`config.mk`:
```
export PLATFORM = sky130hd
export DESIGN_NAME = seg_scan_scheduler_flat
export DESIGN_NICKNAME = d
export VERILOG_FILES = /design/src/rtl/seg_scan_scheduler_pkg.sv /design/src/rtl/seg_scan_scheduler_if.sv /design/src/rtl/seg_scan_scheduler_hex7seg.sv /design/src/rtl/seg_scan_scheduler.sv /design/src/flat_wrapper.sv
export SDC_FILE = /design/constraint.sdc
export NUM_CORES = 1
export LEC_CHECK = 0
export ABC_AREA = 1
export CORE_MARGIN = 2
export CORE_UTILIZATION = 40
export CTS_CLUSTER_SIZE = 40
export DETAILED_ROUTE_END_ITERATION = 6
export SYNTH_ARGS = -nofsm -noshare
export SYNTH_HDL_FRONTEND = slang
export SYNTH_SLANG_ARGS = --single-unit
```
`constraint.sdc`:
```
create_clock -name CLOCK -period 6.1 [get_ports CLOCK]
set_input_delay 0.915 -clock CLOCK [delete_from_list [all_inputs] [get_ports CLOCK]]
set_output_delay 0.915 -clock CLOCK [all_outputs]
set_load 0.005 [all_outputs]
```
`src/rtl/seg_scan_scheduler_pkg.sv`:
```
// Shared types and constants for the seven-segment display blocks.
package seg_pkg;

   typedef enum logic [1:0] {
      IDLE  = 2'd0,
      BLANK = 2'd1,
      DRIVE = 2'd2
   } state_e;

   // All segments dark (active-low bus).
   localparam logic [6:0] SEG_BLANK = 7'h7F;

   // Hex to active-low {g,f,e,d,c,b,a}; entry 15 first. b and d use lowercase shapes.
   localparam logic [15:0][6:0] HEX_SEG = {
      7'h0E, 7'h06, 7'h21, 7'h46,   // F E d C
      7'h03, 7'h08, 7'h10, 7'h00,   // b A 9 8
      7'h78, 7'h02, 7'h12, 7'h19,   // 7 6 5 4
      7'h30, 7'h24, 7'h79, 7'h40    // 3 2 1 0
   };

endpackage

```
`src/rtl/seg_scan_scheduler_if.sv`:
```
// Load handshake between a result producer and the scan scheduler.
interface seg_scan_scheduler_if;
   logic        LOAD_VALID;
   logic        LOAD_READY;
   logic [15:0] LOAD_DATA;
   logic [3:0]  LOAD_DP;

   modport master (output LOAD_VALID, output LOAD_DATA, output LOAD_DP, input LOAD_READY);
   modport slave  (input LOAD_VALID, input LOAD_DATA, input LOAD_DP, output LOAD_READY);
endinterface

```
`src/rtl/seg_scan_scheduler_hex7seg.sv`:
```
// Combinational hex nibble to active-low seven-segment decoder.
module hex7seg
   import seg_pkg::*;
(
   input  logic [3:0] hex_i,
   output logic [6:0] seg_o
);

   assign seg_o = HEX_SEG[hex_i];

endmodule

```
`src/rtl/seg_scan_scheduler.sv`:
```
// Four-digit common-anode scan controller: blanked guard at the start of each
// digit slot, double-buffered value swapped only at frame boundaries.
module seg_scan_scheduler
   import seg_pkg::*;
#(
   parameter int TICK_DIV = 50000,
   parameter int GUARD    = 4
) (
   input  logic                 CLOCK,
   input  logic                 RESET,
   seg_scan_scheduler_if.slave  load,
   input  logic                 LZ_EN,
   output logic [3:0]           AN,
   output logic [6:0]           CA,
   output logic                 DP,
   output logic                 FRAME_DONE
);

   localparam int PW = (TICK_DIV > 1) ? $clog2(TICK_DIV) : 1;
   localparam logic [PW-1:0] PCNT_LAST  = PW'(TICK_DIV - 1);
   localparam logic [PW-1:0] GUARD_LAST = PW'(GUARD - 1);

   state_e         state_q, state_d;
   logic [PW-1:0]  pcnt_q, pcnt_d;
   logic [1:0]     dig_q, dig_d;
   logic [3:0]     an_q, an_d;
   logic [6:0]     ca_q, ca_d;
   logic           dp_q, dp_d;
   logic           fd_q, fd_d;

   logic [15:0]    pend_data_q;
   logic [3:0]     pend_dp_q;
   logic           pend_full_q;
   logic [15:0]    disp_data_q;
   logic [3:0]     disp_dp_q;

   logic           slot_end, frame_end, accept;
   logic [3:0][6:0] dig_seg;
   logic [3:0]     lz_sup;

   assign slot_end  = (state_q != IDLE) && (pcnt_q == PCNT_LAST);
   assign frame_end = slot_end && (dig_q == 2'd3);
   assign accept    = load.LOAD_VALID && !pend_full_q;

   assign load.LOAD_READY = ~pend_full_q;

   // One decoder per digit; digit k is suppressed when it and all higher nibbles are zero.
   for (genvar g = 0; g < 4; g++) begin : g_dig
      hex7seg u_hex (
         .hex_i (disp_data_q[4*g +: 4]),
         .seg_o (dig_seg[g])
      );
      if (g == 0) begin : g_lsd
         assign lz_sup[g] = 1'b0;
      end else begin : g_msd
         assign lz_sup[g] = LZ_EN && ~|disp_data_q[15:4*g];
      end
   end

   // Next state: prescaler, digit rotation, guard/drive phases and output values.
   always_comb begin
      state_d = state_q;
      pcnt_d  = pcnt_q;
      dig_d   = dig_q;
      an_d    = 4'hF;
      ca_d    = SEG_BLANK;
      dp_d    = 1'b1;
      fd_d    = frame_end;

      if (slot_end) begin
         pcnt_d = '0;
         dig_d  = dig_q + 2'd1;
      end else begin
         pcnt_d = pcnt_q + 1'b1;
      end

      unique case (state_q)
         IDLE: begin
            state_d = BLANK;
            pcnt_d  = '0;
            dig_d   = 2'd0;
         end
         BLANK: begin
            if (slot_end)                  state_d = BLANK;
            else if (pcnt_q == GUARD_LAST) state_d = DRIVE;
         end
         DRIVE: begin
            if (!lz_sup[dig_q]) begin
               an_d = ~(4'b0001 << dig_q);
               ca_d = dig_seg[dig_q];
               dp_d = ~disp_dp_q[dig_q];
            end
            if (slot_end) state_d = BLANK;
         end
         default: state_d = IDLE;
      endcase
   end

   // Scan FSM with registered pin outputs.
   always_ff @(posedge CLOCK or posedge RESET) begin
      if (RESET) begin
         state_q <= IDLE;
         pcnt_q  <= '0;
         dig_q   <= 2'd0;
         an_q    <= 4'hF;
         ca_q    <= SEG_BLANK;
         dp_q    <= 1'b1;
         fd_q    <= 1'b0;
      end else begin
         state_q <= state_d;
         pcnt_q  <= pcnt_d;
         dig_q   <= dig_d;
         an_q    <= an_d;
         ca_q    <= ca_d;
         dp_q    <= dp_d;
         fd_q    <= fd_d;
      end
   end

   // Pending/display buffers; a load arriving on a frame edge waits a full frame.
   always_ff @(posedge CLOCK or posedge RESET) begin
      if (RESET) begin
         pend_data_q <= '0;
         pend_dp_q   <= '0;
         pend_full_q <= 1'b0;
         disp_data_q <= '0;
         disp_dp_q   <= '0;
      end else begin
         if (accept) begin
            pend_data_q <= load.LOAD_DATA;
            pend_dp_q   <= load.LOAD_DP;
            pend_full_q <= 1'b1;
         end else if (frame_end && pend_full_q) begin
            pend_full_q <= 1'b0;
         end
         if (frame_end && pend_full_q) begin
            disp_data_q <= pend_data_q;
            disp_dp_q   <= pend_dp_q;
         end
      end
   end

   assign AN         = an_q;
   assign CA         = ca_q;
   assign DP         = dp_q;
   assign FRAME_DONE = fd_q;

endmodule
```
`src/flat_wrapper.sv`:
```
// flat-port wrapper written by rule: the top's interface ports become plain ports
module seg_scan_scheduler_flat import seg_pkg::*;
#(
   parameter int TICK_DIV = 50000,
   parameter int GUARD    = 4
)
  (CLOCK, RESET, LZ_EN, AN, CA, DP, FRAME_DONE, load_LOAD_VALID, load_LOAD_DATA, load_LOAD_DP, load_LOAD_READY);
  seg_scan_scheduler_if load_i ();
  input  logic CLOCK;
  input  logic RESET;
  input  logic LZ_EN;
  output logic [3:0] AN;
  output logic [6:0] CA;
  output logic DP;
  output logic FRAME_DONE;
  input wire logic [$bits(load_i.LOAD_VALID)-1:0] load_LOAD_VALID;
  input wire logic [$bits(load_i.LOAD_DATA)-1:0] load_LOAD_DATA;
  input wire logic [$bits(load_i.LOAD_DP)-1:0] load_LOAD_DP;
  output wire logic [$bits(load_i.LOAD_READY)-1:0] load_LOAD_READY;
  assign load_i.LOAD_VALID = load_LOAD_VALID;
  assign load_i.LOAD_DATA = load_LOAD_DATA;
  assign load_i.LOAD_DP = load_LOAD_DP;
  assign load_LOAD_READY = load_i.LOAD_READY;
  seg_scan_scheduler #(.TICK_DIV(TICK_DIV), .GUARD(GUARD)) u_core (.CLOCK(CLOCK), .RESET(RESET), .load(load_i), .LZ_EN(LZ_EN), .AN(AN), .CA(CA), .DP(DP), .FRAME_DONE(FRAME_DONE));
endmodule
```
==> results.ini <==
[logic_synthesis]
synth-compound-area-share = 0.07750
synth_top_family_by_area = simple AND/OR/NAND/NOR gates
synthTopCellsByCount = 146 x nand2_1, 62 x dfrtp_1, 62 x nand3_1
syn_nets = 588
synth.most_common_cell = nand2_1
synth_top_area_cell = dfrtp_1
ys.warnings.count = 0
synth_flop_cell = dfrtp_1
syn-cell-area_mm2 = 0.004343
synth-simple-area-share = 0.2812
ys_types = 33
netlist_instances = 534
synth_xor_area_frac = 0.01008
yosys.area.top_type_share = 0.3572
ys_seq_elements = 74
synthTopCellsByArea = dfrtp_1 36%, nand2_1 13%, ha_1 8.6%
synthMuxAreaShare = 0.05186
syn_area_per_cell_um2 = 8.133
async_flop_share = 1.000
synth-edff-count = 0
ys_seq_area_frac = 0.4298
synth-adder-area-share = 0.08643

[setup_path]
cp-end-kind = output pin
rr_startpoint = u_core.pend_full_q
crit_slowest_cell = dfrtp_1
arrival_ns = 1.85
rr_worst_depth = 3
r2r_end = u_core.pend_data_q[7]
cp.required_ns = 5.18
ff2ff_setup_slack_ns = 3.85
crit_buf_inv = 2
critPathKind = reg2out
cpPeakStageDelay_ns = 0.87
crit_start = u_core.pend_full_q
critPathMaxFanout = 24
critical_path.cell_chain = inv_1, clkdlybuf4s50_1
worst_setup_path_start_kind = flop
critPathTopFamily = flip-flops

[floorplanning]
coreArea_mm2 = 0.01070
dieArea_mm2 = 0.01171
rows = 38
fp.dieW_um = 108.2
ioPinCount = 38
die_h_um = 108.2
start_util = 0.4060

[cts]
cts_setup_buffers = 0
cts_buffers = 9
cts_hold_buffers = 0
cts_tree = yes
cts_resized = 0
clockRootBuffer = clkbuf_8
cts_num_sinks = 74
h-tree-depth = 3
cts_buffer_depth = 2
path_clk_slew_ns = 0.08
insertion_delay_ns = 0.35

[global_routing]
overflow = 0
grt_max_degree = 48
grt_pass1_wl_um = 16220
antenna_found_initial = 0
grt.total_usage = 0.1762
first_global_vias = 3378

[power_and_ir_drop]
power.density_mw_per_mm2 = 183.2
leakagePower_uw = 0.002341
power.total_uw = 913.5
peakVddDrop_mv = 0.08925

[sta]
fmax_mhz = 362.0
tightest_slew_ns = 0.8963
fin_tns_setup_ns = 0
drv_slew = 0
setup_violations = 0
post-route-period-util = 0.4529
whs_ns = 0.4599
rsz0062_at_grt = false
clock_skew_ns = 0.01207
period_needed_ns = 2.763
hold_viol = 0
max_slew_margin = 0.4010

[place]
portBuffers = 37
dp_hpwl_um = 6950
place.gp.congestion = 0.8619
post_dp_cell_area_mm2 = 0.004798

[drt]
drt_iter0_markers = 168
wl_per_cell_um = 13.21
antenna_left = 0
dr.pass1.iters = 5
num_vias = 3553
routed_via_density = 4.997
wirelength_um = 9392
drcViolationCount = 0

[outcome]
outcome = completed

[layout]
final_area_mm2 = 0.004986
nets = 620
drive_gt1_frac = 0.09982
n_antenna_cell = 0
area_growth_pct = 14.81
fillers = 1062

[min_path]
holdPathEnd = u_core.pcnt_q[0]
whs_path_depth = 1
hp-start = u_core.pcnt_q[0]
hp-class = reg2reg

[flow_run]
max_cap_viol_count = 0

==> placed cells by master (no fill, tap or decap), types with 15 or more instances in the layout <==
cell,synthesis,final
a21oi_1,15,15
nor2_1,44,44
o21ai_0,29,29
ha_1,30,30
clkdlybuf4s50_1,0,37
nand2_1,146,146
nand3_1,62,62
dfrtp_1,62,62
inv_1,43,42
mux2_2,20,20
==> power breakdown <==
group          switching, uW  leakage (uW)  internal (uW)
combinational           13.8       0.00129           21.5
clock                    180     0.0000945            190
sequential              5.82      0.000953            502
==> through the flow <==
step           setup WS [ns]  instances    util
3_5_place_dp           3.508        695  0.4485
5_1_grt                3.180        711  0.4661
6_report               3.337        711  0.4661
2_1_floorplan          3.323        534       -
4_1_cts                3.322        711  0.4661
3_3_place_gp           3.536        695  0.4485
==> worst max path at each step <==
stage / endpoint / depth (start not counted) / slack, ns
final: load_LOAD_READY / 2 / 3.34
after global routing: load_LOAD_READY / 2 / 3.18
after CTS: load_LOAD_READY / 2 / 3.32
after detailed placement: u_core.pend_data_q[3] / 3 / 3.51
after global placement: u_core.pend_data_q[7] / 3 / 3.54
after floorplan: u_core.FRAME_DONE / 1 / 3.32
==> per-layer routing <==
| metal | vias up | wire length (um) | track usage |
|---|---|---|---|
| li1 | 1825 | - | - |
| met5 | - | 0 | 0 |
| met2 | 75 | 4275 | 0.2767 |
| met3 | 15 | 368 | 0.02833 |
| met1 | 1638 | 4590 | 0.2454 |
| met4 | 0 | 158 | 0.06685 |
==> state kept, by name, indices dropped and copies added, names as in the netlist <==
signal / cells
u_core.disp_data_q: 16
u_core.CA: 7
u_core.disp_dp_q: 4
u_core.pend_dp_q: 4
u_core.AN: 4
u_core.FRAME_DONE: 1
u_core.pend_full_q: 1
u_core.DP: 1
u_core.state_q: 2
u_core.pend_data_q: 16
u_core.dig_q: 2
u_core.pcnt_q: 16
==> layout make-up <==
cell class / count / area [um2] / share of cell area
well taps: 140 / 175.2 / 0.03513
clock buffers: 12 / 135.1 / 0.02710
flip-flops and latches: 74 / 1867 / 0.3744
multi-input cells: 396 / 2202 / 0.4417
repair buffers: 38 / 377.9 / 0.07578
clock inverters: 4 / 52.55 / 0.01054
inverters: 47 / 176.4 / 0.03538
==> cell families (layout without fill, tap and decap cells) <==
logic type,Yosys count,count (layout)
xor gates and xnor gates,5,5
DFF,74,74
adders and majority gates,30,30
buffers and inverters,64,101
muxes,20,20
AOI/OAI and AO/OA,60,60
and+or+nand+nor,281,281
Power figures use the tool's default switching activity.
